$ cat config.mk
export PLATFORM = sky130hd
export DESIGN_NAME = ha_array_accum_ctrl
export DESIGN_NICKNAME = d
export VERILOG_FILES = /design/src/rtl/ha_array_accum_ctrl.sv
export SDC_FILE = /design/constraint.sdc
export NUM_CORES = 1
export LEC_CHECK = 0
export CAP_MARGIN = 20
export CORE_MARGIN = 3
export CORE_UTILIZATION = 45
export CTS_CLUSTER_DIAMETER = 200
export DETAILED_ROUTE_END_ITERATION = 10
export PLACE_DENSITY_LB_ADDON = 0.12
export SKIP_LAST_GASP = 1
export SLEW_MARGIN = 20
export SYNTH_ARGS = -nofsm -noshare
export SYNTH_HDL_FRONTEND = slang
export SYNTH_SLANG_ARGS = --single-unit
$ cat constraint.sdc
create_clock -name clk -period 10 [get_ports clk]
set_input_delay 3 -clock clk [delete_from_list [all_inputs] [get_ports clk]]
set_output_delay 3 -clock clk [all_outputs]
set_load 0.02 [all_outputs]
$ cat src/rtl/ha_array_accum_ctrl.sv
// Sequencing controller for an external half-adder-array multiplier: captures the
// array's row vectors, accumulates them row by row and returns a 16-bit product.
module ha_array_accum_ctrl #(
    parameter int SAT_EN = 1,
    parameter int ACC_W  = 18
) (
    input  logic        clk,
    input  logic        rst,
    input  logic        in_valid,
    output logic        in_ready,
    input  logic [7:0]  in_x,
    input  logic [7:0]  in_y,
    output logic [7:0]  mul_x,
    output logic [7:0]  mul_y,
    input  logic [6:0]  ha_b0,
    input  logic [6:0]  ha_b1,
    input  logic [6:0]  ha_b2,
    input  logic [6:0]  ha_b3,
    input  logic [8:0]  ha_t0,
    input  logic [8:0]  ha_t1,
    input  logic [8:0]  ha_t2,
    input  logic [8:0]  ha_t3,
    output logic        out_valid,
    input  logic        out_ready,
    output logic [15:0] out_p,
    output logic        out_sat,
    output logic        busy
);

    typedef enum logic [1:0] {
        IDLE    = 2'd0,
        CAPTURE = 2'd1,
        ACC     = 2'd2,
        DONE    = 2'd3
    } state_t;

    state_t           state_q;
    logic [7:0]       op_x_q;
    logic [7:0]       op_y_q;
    logic [6:0]       row_b_q [4];
    logic [8:0]       row_t_q [4];
    logic [1:0]       rc_q;
    logic [ACC_W-1:0] acc_q;
    logic [ACC_W-1:0] acc_d;
    logic [15:0]      out_p_q;
    logic             out_sat_q;
    logic [16:0]      clip_d;

    // Row k carries weight 4^k; its b vector sits two bit positions above t.
    function automatic logic [ACC_W-1:0] row_val(input logic [8:0] t, input logic [6:0] b,
                                                 input logic [1:0] k);
        logic [ACC_W-1:0] s;
        s = ACC_W'(t) + (ACC_W'(b) << 2);
        return s << {k, 1'b0};
    endfunction

    // Returns {clipped, value16}.
    function automatic logic [16:0] clip16(input logic [ACC_W-1:0] a);
        if ((SAT_EN != 0) && (|a[ACC_W-1:16])) begin
            return {1'b1, 16'hFFFF};
        end
        return {1'b0, a[15:0]};
    endfunction

    always_comb begin
        acc_d  = acc_q + row_val(row_t_q[rc_q], row_b_q[rc_q], rc_q);
        clip_d = clip16(acc_d);
    end

    always_ff @(posedge clk) begin
        if (rst) begin
            state_q   <= IDLE;
            op_x_q    <= '0;
            op_y_q    <= '0;
            rc_q      <= '0;
            acc_q     <= '0;
            out_p_q   <= '0;
            out_sat_q <= 1'b0;
            for (int k = 0; k < 4; k++) begin
                row_b_q[k] <= '0;
                row_t_q[k] <= '0;
            end
        end else begin
            case (state_q)
                IDLE: begin
                    if (in_valid) begin
                        op_x_q  <= in_x;
                        op_y_q  <= in_y;
                        acc_q   <= '0;
                        state_q <= CAPTURE;
                    end
                end
                CAPTURE: begin
                    row_b_q[0] <= ha_b0;
                    row_b_q[1] <= ha_b1;
                    row_b_q[2] <= ha_b2;
                    row_b_q[3] <= ha_b3;
                    row_t_q[0] <= ha_t0;
                    row_t_q[1] <= ha_t1;
                    row_t_q[2] <= ha_t2;
                    row_t_q[3] <= ha_t3;
                    rc_q       <= '0;
                    state_q    <= ACC;
                end
                ACC: begin
                    acc_q <= acc_d;
                    rc_q  <= rc_q + 2'd1;
                    // Result registers load from the final sum on the way into DONE.
                    if (rc_q == 2'd3) begin
                        out_p_q   <= clip_d[15:0];
                        out_sat_q <= clip_d[16];
                        state_q   <= DONE;
                    end
                end
                DONE: begin
                    if (out_ready) begin
                        state_q <= IDLE;
                    end
                end
                default: state_q <= IDLE;
            endcase
        end
    end

    assign in_ready  = (state_q == IDLE);
    assign busy      = (state_q != IDLE);
    assign out_valid = (state_q == DONE);
    assign mul_x     = op_x_q;
    assign mul_y     = op_y_q;
    assign out_p     = out_p_q;
    assign out_sat   = out_sat_q;

endmodule

Yosys cells after proc, flatten, opt, wreduce, memory -nomap -nowiden. Memories as Yosys holds them, arrays and structs flattened. A register that Yosys moved wholly into a read port is not among the register bits. Index checks and enable logic that the tools add are counted.

Logic and storage cells: 64. Input bits: 84. Memories: 2. RAM bits: 64. Output and inout bits: 36. Register bits after elaboration: 55.

Memory list: row_t_q (depth 4, width 9, rd ports 1, clocked after Yosys merged registers in 1, wr ports 4, RTL line 41) `logic [8:0] row_t_q [4];`; row_b_q (depth 4, width 7, rd ports 1, clocked after Yosys merged registers in 1, wr ports 4, RTL line 40) `logic [6:0] row_b_q [4];`.

Reductions and logical operators: 9. Mux-type cells: 27. Eq/ne operators: 7. Shift operators: 1. Add/sub/neg operators: 3. Bitwise gates (word level): 8.

Operator list (count): 2-to-1 mux 9 bit (4); case mux 18 bit (2 select lines) (1); 2-to-1 mux 17 bit (2); 2-to-1 mux 7 bit (4); adder 18 bit (1); 2-to-1 mux 18 bit (1); << shifter 10 x 3 -> 18 bit (1); 2-to-1 mux 2 bit (7); adder 9 x 9 -> 10 bit (1); bitwise OR 1 bit (8); case mux 2 bit (4 select lines) (1); == test 2 bit (second input constant) (3); 2-to-1 mux 1 bit (6); AND reduction 2 bit (3); nonzero test 2 bit (3); != test 2 bit (second input constant) (2); case mux 2 bit (2 select lines) (1); AND reduction 3 bit (1); adder 2 x 1 -> 2 bit (second input constant) (1); == test 2 x 1 -> 1 bit (second input constant) (1); zero test 2 bit (1); != test 2 x 1 -> 1 bit (second input constant) (1); OR reduction 2 bit (1).

Logic depth before layout (Yosys ltp). Gate-level depths: netlist of run 1.

Word-level depth: 6. Gate-level depth with buffers: 21. Mapped depth without buffers: 18.

Worst setup path after synthesis of run 1. OpenSTA, ideal clock, no wires.

Path kind: reg-to-reg. Start: reg with a tool-made name. End: reg out_p_q[10] (netlist: out_p[10]). Slack: 4.679 ns. Cell stages (with the launch flop): 22. Clock period less this slack: 5.321 ns. Library setup time: 0.150 ns. Data arrival time: 5.171 ns. Cell sequence: dfxtp_1 clkbuf_1 buf_1 mux4_2 ha_1 a21o_1 a21oi_1 o21bai_1 a21oi_1 xor2_1 o21a_1 o22ai_1 ha_1 buf_6 a211oi_2 nor2_1 a211oi_2 a21oi_2 or3_4 a211oi_4 buf_8 a311oi_2.

RTL lines: end signal: assignment (RTL line 110) `out_p_q <= clip_d[15:0];`; end: declaration (RTL line 45) `logic [15:0] out_p_q;`.

==> metrics, run 1 <==
largest net degree at the start of global routing=65; worst slew pin tran=868 ps; max incr delay on CP=750 ps; Final Critical Period=5560 ps; TritonCTS clock tree=built; site row count=42; post-synthesis net count=699; boundary pin count=120; vias in the first global route=~4400; Tcrit/Tclk final=0.556; max-slew violations=0; post-synth top area cell=edfxtp_1; count of non-filler cells in the finished layout=881; worst reg2reg path depth=18; Avg WL per Cell=14.4 microns; top cell type's share of synthesized area=0.309; Synth Register Bits=between 100 and 150; H-tree depth=4; initial antenna violation count=0; worst r2r dst=out_p[1]; Design Power=1.95 mW; Die Y=124 microns; Post-synth EDFFs=64; Clock transition at path regs=50 ps; Post-Route Setup TNS=0 ps; final hold violations=0; Clock Path Buffers=2; Antenna Cells=0; WP buf/inv=0; critical-path maximum fanout=17; commonest non-fill, non-tap cell in the layout=clkdlybuf4s50_1; CTS buffer count=17; Internal=around 1.3 mW; GP Congestion=0.907; outcome=completed; Synth area leaders=edfxtp_1 31%, dfxtp_1 18%, and2_1 6.7%, mux4_2 5.8%, ha_1 5.6%; Post-Syn Instances=around 600; Initial DRT Pass Iterations=7; Post-DP HPWL=9330 microns; post_cts resized=0; f_max=~180 MHz; Max stage delay cell, worst path=dfxtp_1; global-route wire length before repair=20700 microns; share of total power in sequential cells=0.348; CP Data Arrival Time=5810 ps; critical path type=register to register; Area growth, synth to finish=30.1%; DR iter-0 viols=271; die width=124 microns; final setup fails=0; Clock Root Buffer=clkbuf_16; DR vias=between 4000 and 5000; Async SR Flop Fraction=0; sw power=0.628 mW; Critical Path, Cell by Cell=mux4_2 -> ha_1 -> fa_1 -> a21o_1 -> a21oi_1 -> o21bai_1 -> a21oi_1 -> xor2_1 -> o21a_1 -> o22ai_1 -> ha_1 -> a211oi_2 -> nor2_1 -> a211oi_2 -> a21oi_2 -> or3_4 -> a211oi_4 -> a311oi_1; Post-Syn Area per Cell=about 11 sq um; Clock Power Share=0.308; post-DR vias/cell=approximately 5.1; Critical Path Sink=out_p[1]; setup bufs post-CTS=0; LEAKAGE=3.05 nW; CTS hold repair buffers=0; cell count along the critical path=18; clock sink count=121; Worst EP required=10250 ps; Final ANT Viol Nets=0; Worst Skew=5.45 ps; Die Area=15300 sq um; Ys Warns=0; DRC Markers=0; power per cell area=241 nW/um^2; Sw Ratio=0.322; fin nets=806; r2r setup slk=between 4000 and 5000 ps; worst hold path class=register to register; cell family contributing the most delay on the critical path=compound AO/OA/AOI/OAI gates; Yosys cell types=53; initial core utilization=0.465; max-cap check violation count=0; total track usage=0.176; grt ovf=0; WL final=12700 microns; Inst Count DP=849; crit path launch type=register; sequential area share after synthesis=0.492; most frequent cells in the layout=118 x clkdlybuf4s50_1, 66 x and2_1, 64 x edfxtp_1; core footprint=13400 sq um; share of layout cells above drive strength 1=0.0979; RSZ-0062 raised after global routing=false; critical path capture point type=register; synthesized cell area=approximately 6200 sq um; slew margin rel.=0.420; Comb power frac=0.344; Max IR drop VDD=0.150 mV; Synth Flop Type=edfxtp_1; latest clock arrival within the worst-skew pair=410 ps; PortBufs=119
-- worst reg2reg max path: stages (launching register included) --
cell      delay (ps)
dfxtp_1          750
mux4_2           420
ha_1             240
fa_1             400
a21o_1           190
a21oi_1          210
o21bai_1          90
a21oi_1          170
xor2_1           240
o21a_1           160
o22ai_1           90
ha_1             410
a211oi_2         290
nor2_1            90
a211oi_2         270
a21oi_2          120
or3_4            350
a211oi_4         720
a311oi_1         200
-- synth_stat cells, types with 2 or more instances --
| library cell | instances |
|---|---|
| a211oi_2 | 2 |
| nand3_1 | 5 |
| xnor2_1 | 6 |
| ha_1 | 28 |
| or2_2 | 2 |
| o21ba_2 | 2 |
| buf_6 | 2 |
| nor2_1 | 60 |
| o21ai_0 | 12 |
| a21o_1 | 3 |
| a311oi_2 | 9 |
| mux2i_1 | 10 |
| mux4_2 | 16 |
| nor3_1 | 3 |
| or3_1 | 3 |
| o22ai_1 | 4 |
| xor2_1 | 9 |
| clkbuf_1 | 26 |
| inv_1 | 15 |
| buf_1 | 5 |
| and3_1 | 3 |
| and2_1 | 67 |
| nand4_1 | 5 |
| o21a_1 | 6 |
| a211oi_1 | 2 |
| fa_1 | 2 |
| a311oi_1 | 8 |
| a2bb2oi_1 | 7 |
| nand2b_1 | 7 |
| a21oi_1 | 48 |
| dfxtp_1 | 57 |
| o21ai_1 | 5 |
| nor2b_1 | 7 |
| edfxtp_1 | 64 |
| nand2_1 | 57 |
-- flip-flops by register name (all words and copies together) (netlist names), named ones only --
register  cells
state_q       2
mul_x         8
row_b_q      28
row_t_q      36
out_p        16
acc_q        18
mul_y         8
out_sat       1
rc_q          2
-- cell type report --
cell class	count	area [sq um]
repair buffers	123	1220
well taps	176	220
clock inverters	9	125
fillers	1096	5300
clock buffers	23	458
multi-input cells	414	2960
flip-flops and latches	121	3060
inverters	15	56.3
-- cell families after synthesis --
group,after synthesis,synth area share
adders and majority gates,30,0.0627
muxes,27,0.0758
AOI/OAI and AO/OA,121,0.139
DFF,121,0.492
and+or+nand+nor,221,0.175
xor gates and xnor gates,15,0.0211
buffers and inverters,50,0.0346
-- how the worst min path moves through the flow --
stage                    from   endpoint  slack (ps)  cells after the start
floorplan           acc_q[10]  acc_q[10]         460                      2
global placement     mul_y[4]   mul_y[4]         440                      2
detailed placement   mul_y[5]   mul_y[5]         450                      2
CTS                  mul_y[5]   mul_y[5]         460                      2
global route         mul_y[6]   mul_y[6]         480                      2
finish               mul_y[5]   mul_y[5]         460                      2
-- power groups by stage --
stage          Combinational (mW)  Sequential (mW)  Clock [mW]
6_report                    0.670            0.677       0.600
5_1_grt                     0.741            0.686       0.637
2_1_floorplan               0.476            0.685           0
4_1_cts                     0.670            0.679       0.614
3_5_place_dp                0.665            0.688           0
3_3_place_gp                0.653            0.684           0
-- stage by stage --
step | area (sq um) | worst slack, ps | util | hold slack, ps
CTS | 8100 | 4390 | 0.604 | 458
global placement | 7510 | 4510 | 0.561 | 444
global route | 8100 | 3920 | 0.604 | 481
floorplan | 6230 | 4680 | - | 460
finish | 8100 | 4440 | 0.604 | 456
detailed placement | 7510 | 4420 | 0.561 | 451
-- layer usage --
layer / share of wire / track usage / up-vias
met1: 0.46 / 0.231 / 2085
met4: 0.019 / 0.0727 / 0
met5: 0 / 0 / -
met3: 0.047 / 0.0472 / 17
met2: 0.48 / 0.277 / 124
li1: - / - / 2305
Note: power is estimated with default switching activity, not from simulation.
==> inputs of run 2 (changes only) <==
Clock period 10 ns to 5 ns, I/O delays scaled along.
==> run 2 against run 1 <==
  * Register-to-register slack got worse by 4200 ps
  * First-iteration DRC count is 29% lower
  * Global-route usage increased by 0.96 points
  * Sequential power rose by 100%
  * Die area did not move
  * Routed wire length rose by 8.2%
  * Largest cell class unchanged
  * Count of clock-buffer cells in the layout down 6
  * Via count up 2.1%
  * Worst setup slack got worse by 4200 ps
  * Critical path depth up 1
  * Critical endpoint is now out_p[8]
==> metrics, run 2 (synthesized netlist as in run 1, its figures left out) <==
outcome=completed; site row count=42 (unchanged); top layer in use=met4; slew margin rel.=0.568 (+0.147); global-route wire length before repair=21800 microns (+5.1%); cell family contributing the most delay on the critical path=compound AO/OA/AOI/OAI gates; die width=124 microns (unchanged); DR vias=4627 (+2.1%); Setup WS post-layout=250 ps (-4190 ps); final hold violations=0 (unchanged); post-DR vias/cell=5.16 (+0.30%); DR iter-0 viols=192 (-29%); critical path capture point type=register; PortBufs=119 (unchanged); Final ANT Viol Nets=0 (unchanged); Antenna Cells=0 (unchanged); largest registers=row_t_q x36, row_b_q x28, acc_q x18; Die Y=124 microns (unchanged); RSZ-0062 raised after global routing=false; GP Congestion=0.901 (-0.64%); boundary pin count=120 (unchanged); grt ovf=0 (unchanged); WL final=13700 microns (+8.2%); final hold slack=457 ps (+0.636 ps); M1 WL=6080 microns (+4.4%); met2 routed wirelength=6770 microns (+12%); critical-path maximum fanout=8 (-9); LEAKAGE=3.15 nW (+3.4%); Initial DRT Pass Iterations=5 (-2); share of layout cells above drive strength 1=0.130 (+0.0325); Clock transition at path regs=60 ps (about the same); final setup fails=0 (unchanged); Post-Route Setup TNS=0 ps (unchanged); CTS buffer count=17 (unchanged); Clock Path Buffers=2 (unchanged); Final Critical Period=4750 ps (-812 ps); Worst EP required=5270 ps (-4980 ps); Worst Skew=9.28 ps (+3.83 ps); Critical Path, Cell by Cell=mux4_2 -> ha_1 -> fa_2 -> a21o_1 -> a21oi_2 -> o21bai_1 -> a21oi_1 -> xor2_1 -> o21a_1 -> o22ai_1 -> ha_1 -> a211oi_2 -> nor2_1 -> a211oi_2 -> a21oi_2 -> or3_4 -> a211oi_4 -> clkbuf_16 -> a311oi_2; Tcrit/Tclk final=0.950 (+0.394); Area growth, synth to finish=33.2%; Max stage delay cell, worst path=mux4_2; H-tree depth=4 (unchanged); Die Area=15300 sq um (unchanged); initial antenna violation count=0 (unchanged); fin nets=822 (+2.0%); clock sink count=121 (unchanged); max-slew violations=0 (unchanged); critical path type=register to register; worst hold path class=register to register; TritonCTS clock tree=built; latest clock arrival within the worst-skew pair=420 ps (about the same); f_max=211 MHz (+17%); metal3 WL=676 microns (+13%); total track usage=0.186 (+0.00964); Post-DP HPWL=10100 microns (+7.8%); WP buf/inv=1 (+1); max FFs per register=36 (unchanged); most frequent cells in the layout=118 x clkdlybuf4s50_1, 67 x and2_1, 64 x edfxtp_1; crit path launch type=register; DRC Markers=0 (unchanged); commonest non-fill, non-tap cell in the layout=clkdlybuf4s50_1; vias in the first global route=4489 (+1.3%); # fillers=1088 (-0.73%); CP Data Arrival Time=5020 ps (-790 ps); max-cap check violation count=0 (unchanged); Clock Root Buffer=clkbuf_16; Avg WL per Cell=15.3 microns (+6.3%); core footprint=13400 sq um (unchanged); Largest Register=row_t_q; largest net degree at the start of global routing=65 (unchanged); worst slew pin tran=647 ps (-221 ps); max incr delay on CP=510 ps (-240 ps); initial core utilization=0.465 (unchanged); Max IR drop VDD=0.286 mV (+90%); power per cell area=481 nW/um^2 (+100%); pre-CTS setup slack=80.8 ps (-4340 ps)
[run 2: area by class of cell]
type / count / area [sq um] / share of cell area
Sequential cell: 121 / 3070 / 0.370
Multi-Input combinational cell: 414 / 2970 / 0.358
Timing Repair Buffer: 139 / 1380 / 0.166
Clock buffer: 17 / 425 / 0.0513
Tap cell: 176 / 220 / 0.0265
Clock inverter: 15 / 175 / 0.0211
Inverter: 15 / 56.3 / 0.00679
[run 2: metrics by stage]
| step | total power [mW] | utilization | instances | instance area [sq um] |
|---|---|---|---|---|
| floorplan | 2.32 | - | 585 | 6230 |
| global placement | 2.73 | 0.570 | 863 | 7640 |
| detailed placement | 2.77 | 0.570 | 863 | 7640 |
| CTS | 4.03 | 0.615 | 895 | 8240 |
| global route | 4.24 | 0.619 | 897 | 8290 |
| finish | 3.99 | 0.619 | 897 | 8290 |
[run 2: where the power goes]
| group | internal [mW] | switching (mW) | total (mW) |
|---|---|---|---|
| clock network | 0.782 | 0.451 | 1.23 |
| registers | 1.28 | 0.0833 | 1.36 |
| logic | 0.620 | 0.774 | 1.39 |
[run 2: tightest hold or removal path, delay by kind of cell (launching register included)]
family	cells	cell delay, ps
compound gates	1	50
simple gates	1	50
flops	1	300
[run 2: what timing repair did]
| item | CTS | global route |
|---|---|---|
| resized for setup | 0 | 8 |
| hold buffers | 0 | 0 |
| setup buffers | 0 | 1 |
| setup endpoints to repair | 0 | 18 |
[run 2: final timing paths]
| path | from | to | slack (ps) | cells past startpoint |
|---|---|---|---|---|
| worst max-delay path | register | out_p[8] | 250 | 19 |
| worst min-delay path | mul_y[2] | mul_y[2] | 460 | 2 |
| worst max register to register | register | out_p[8] | 250 | 19 |
| worst min register to register | mul_y[2] | mul_y[2] | 460 | 2 |
[run 2: per-layer routing]
metal / vias up / global-route usage
met5: - / 0
met1: 2142 / 0.242
met4: 0 / 0.0754
met3: 15 / 0.0459
li1: 2345 / -
met2: 125 / 0.296
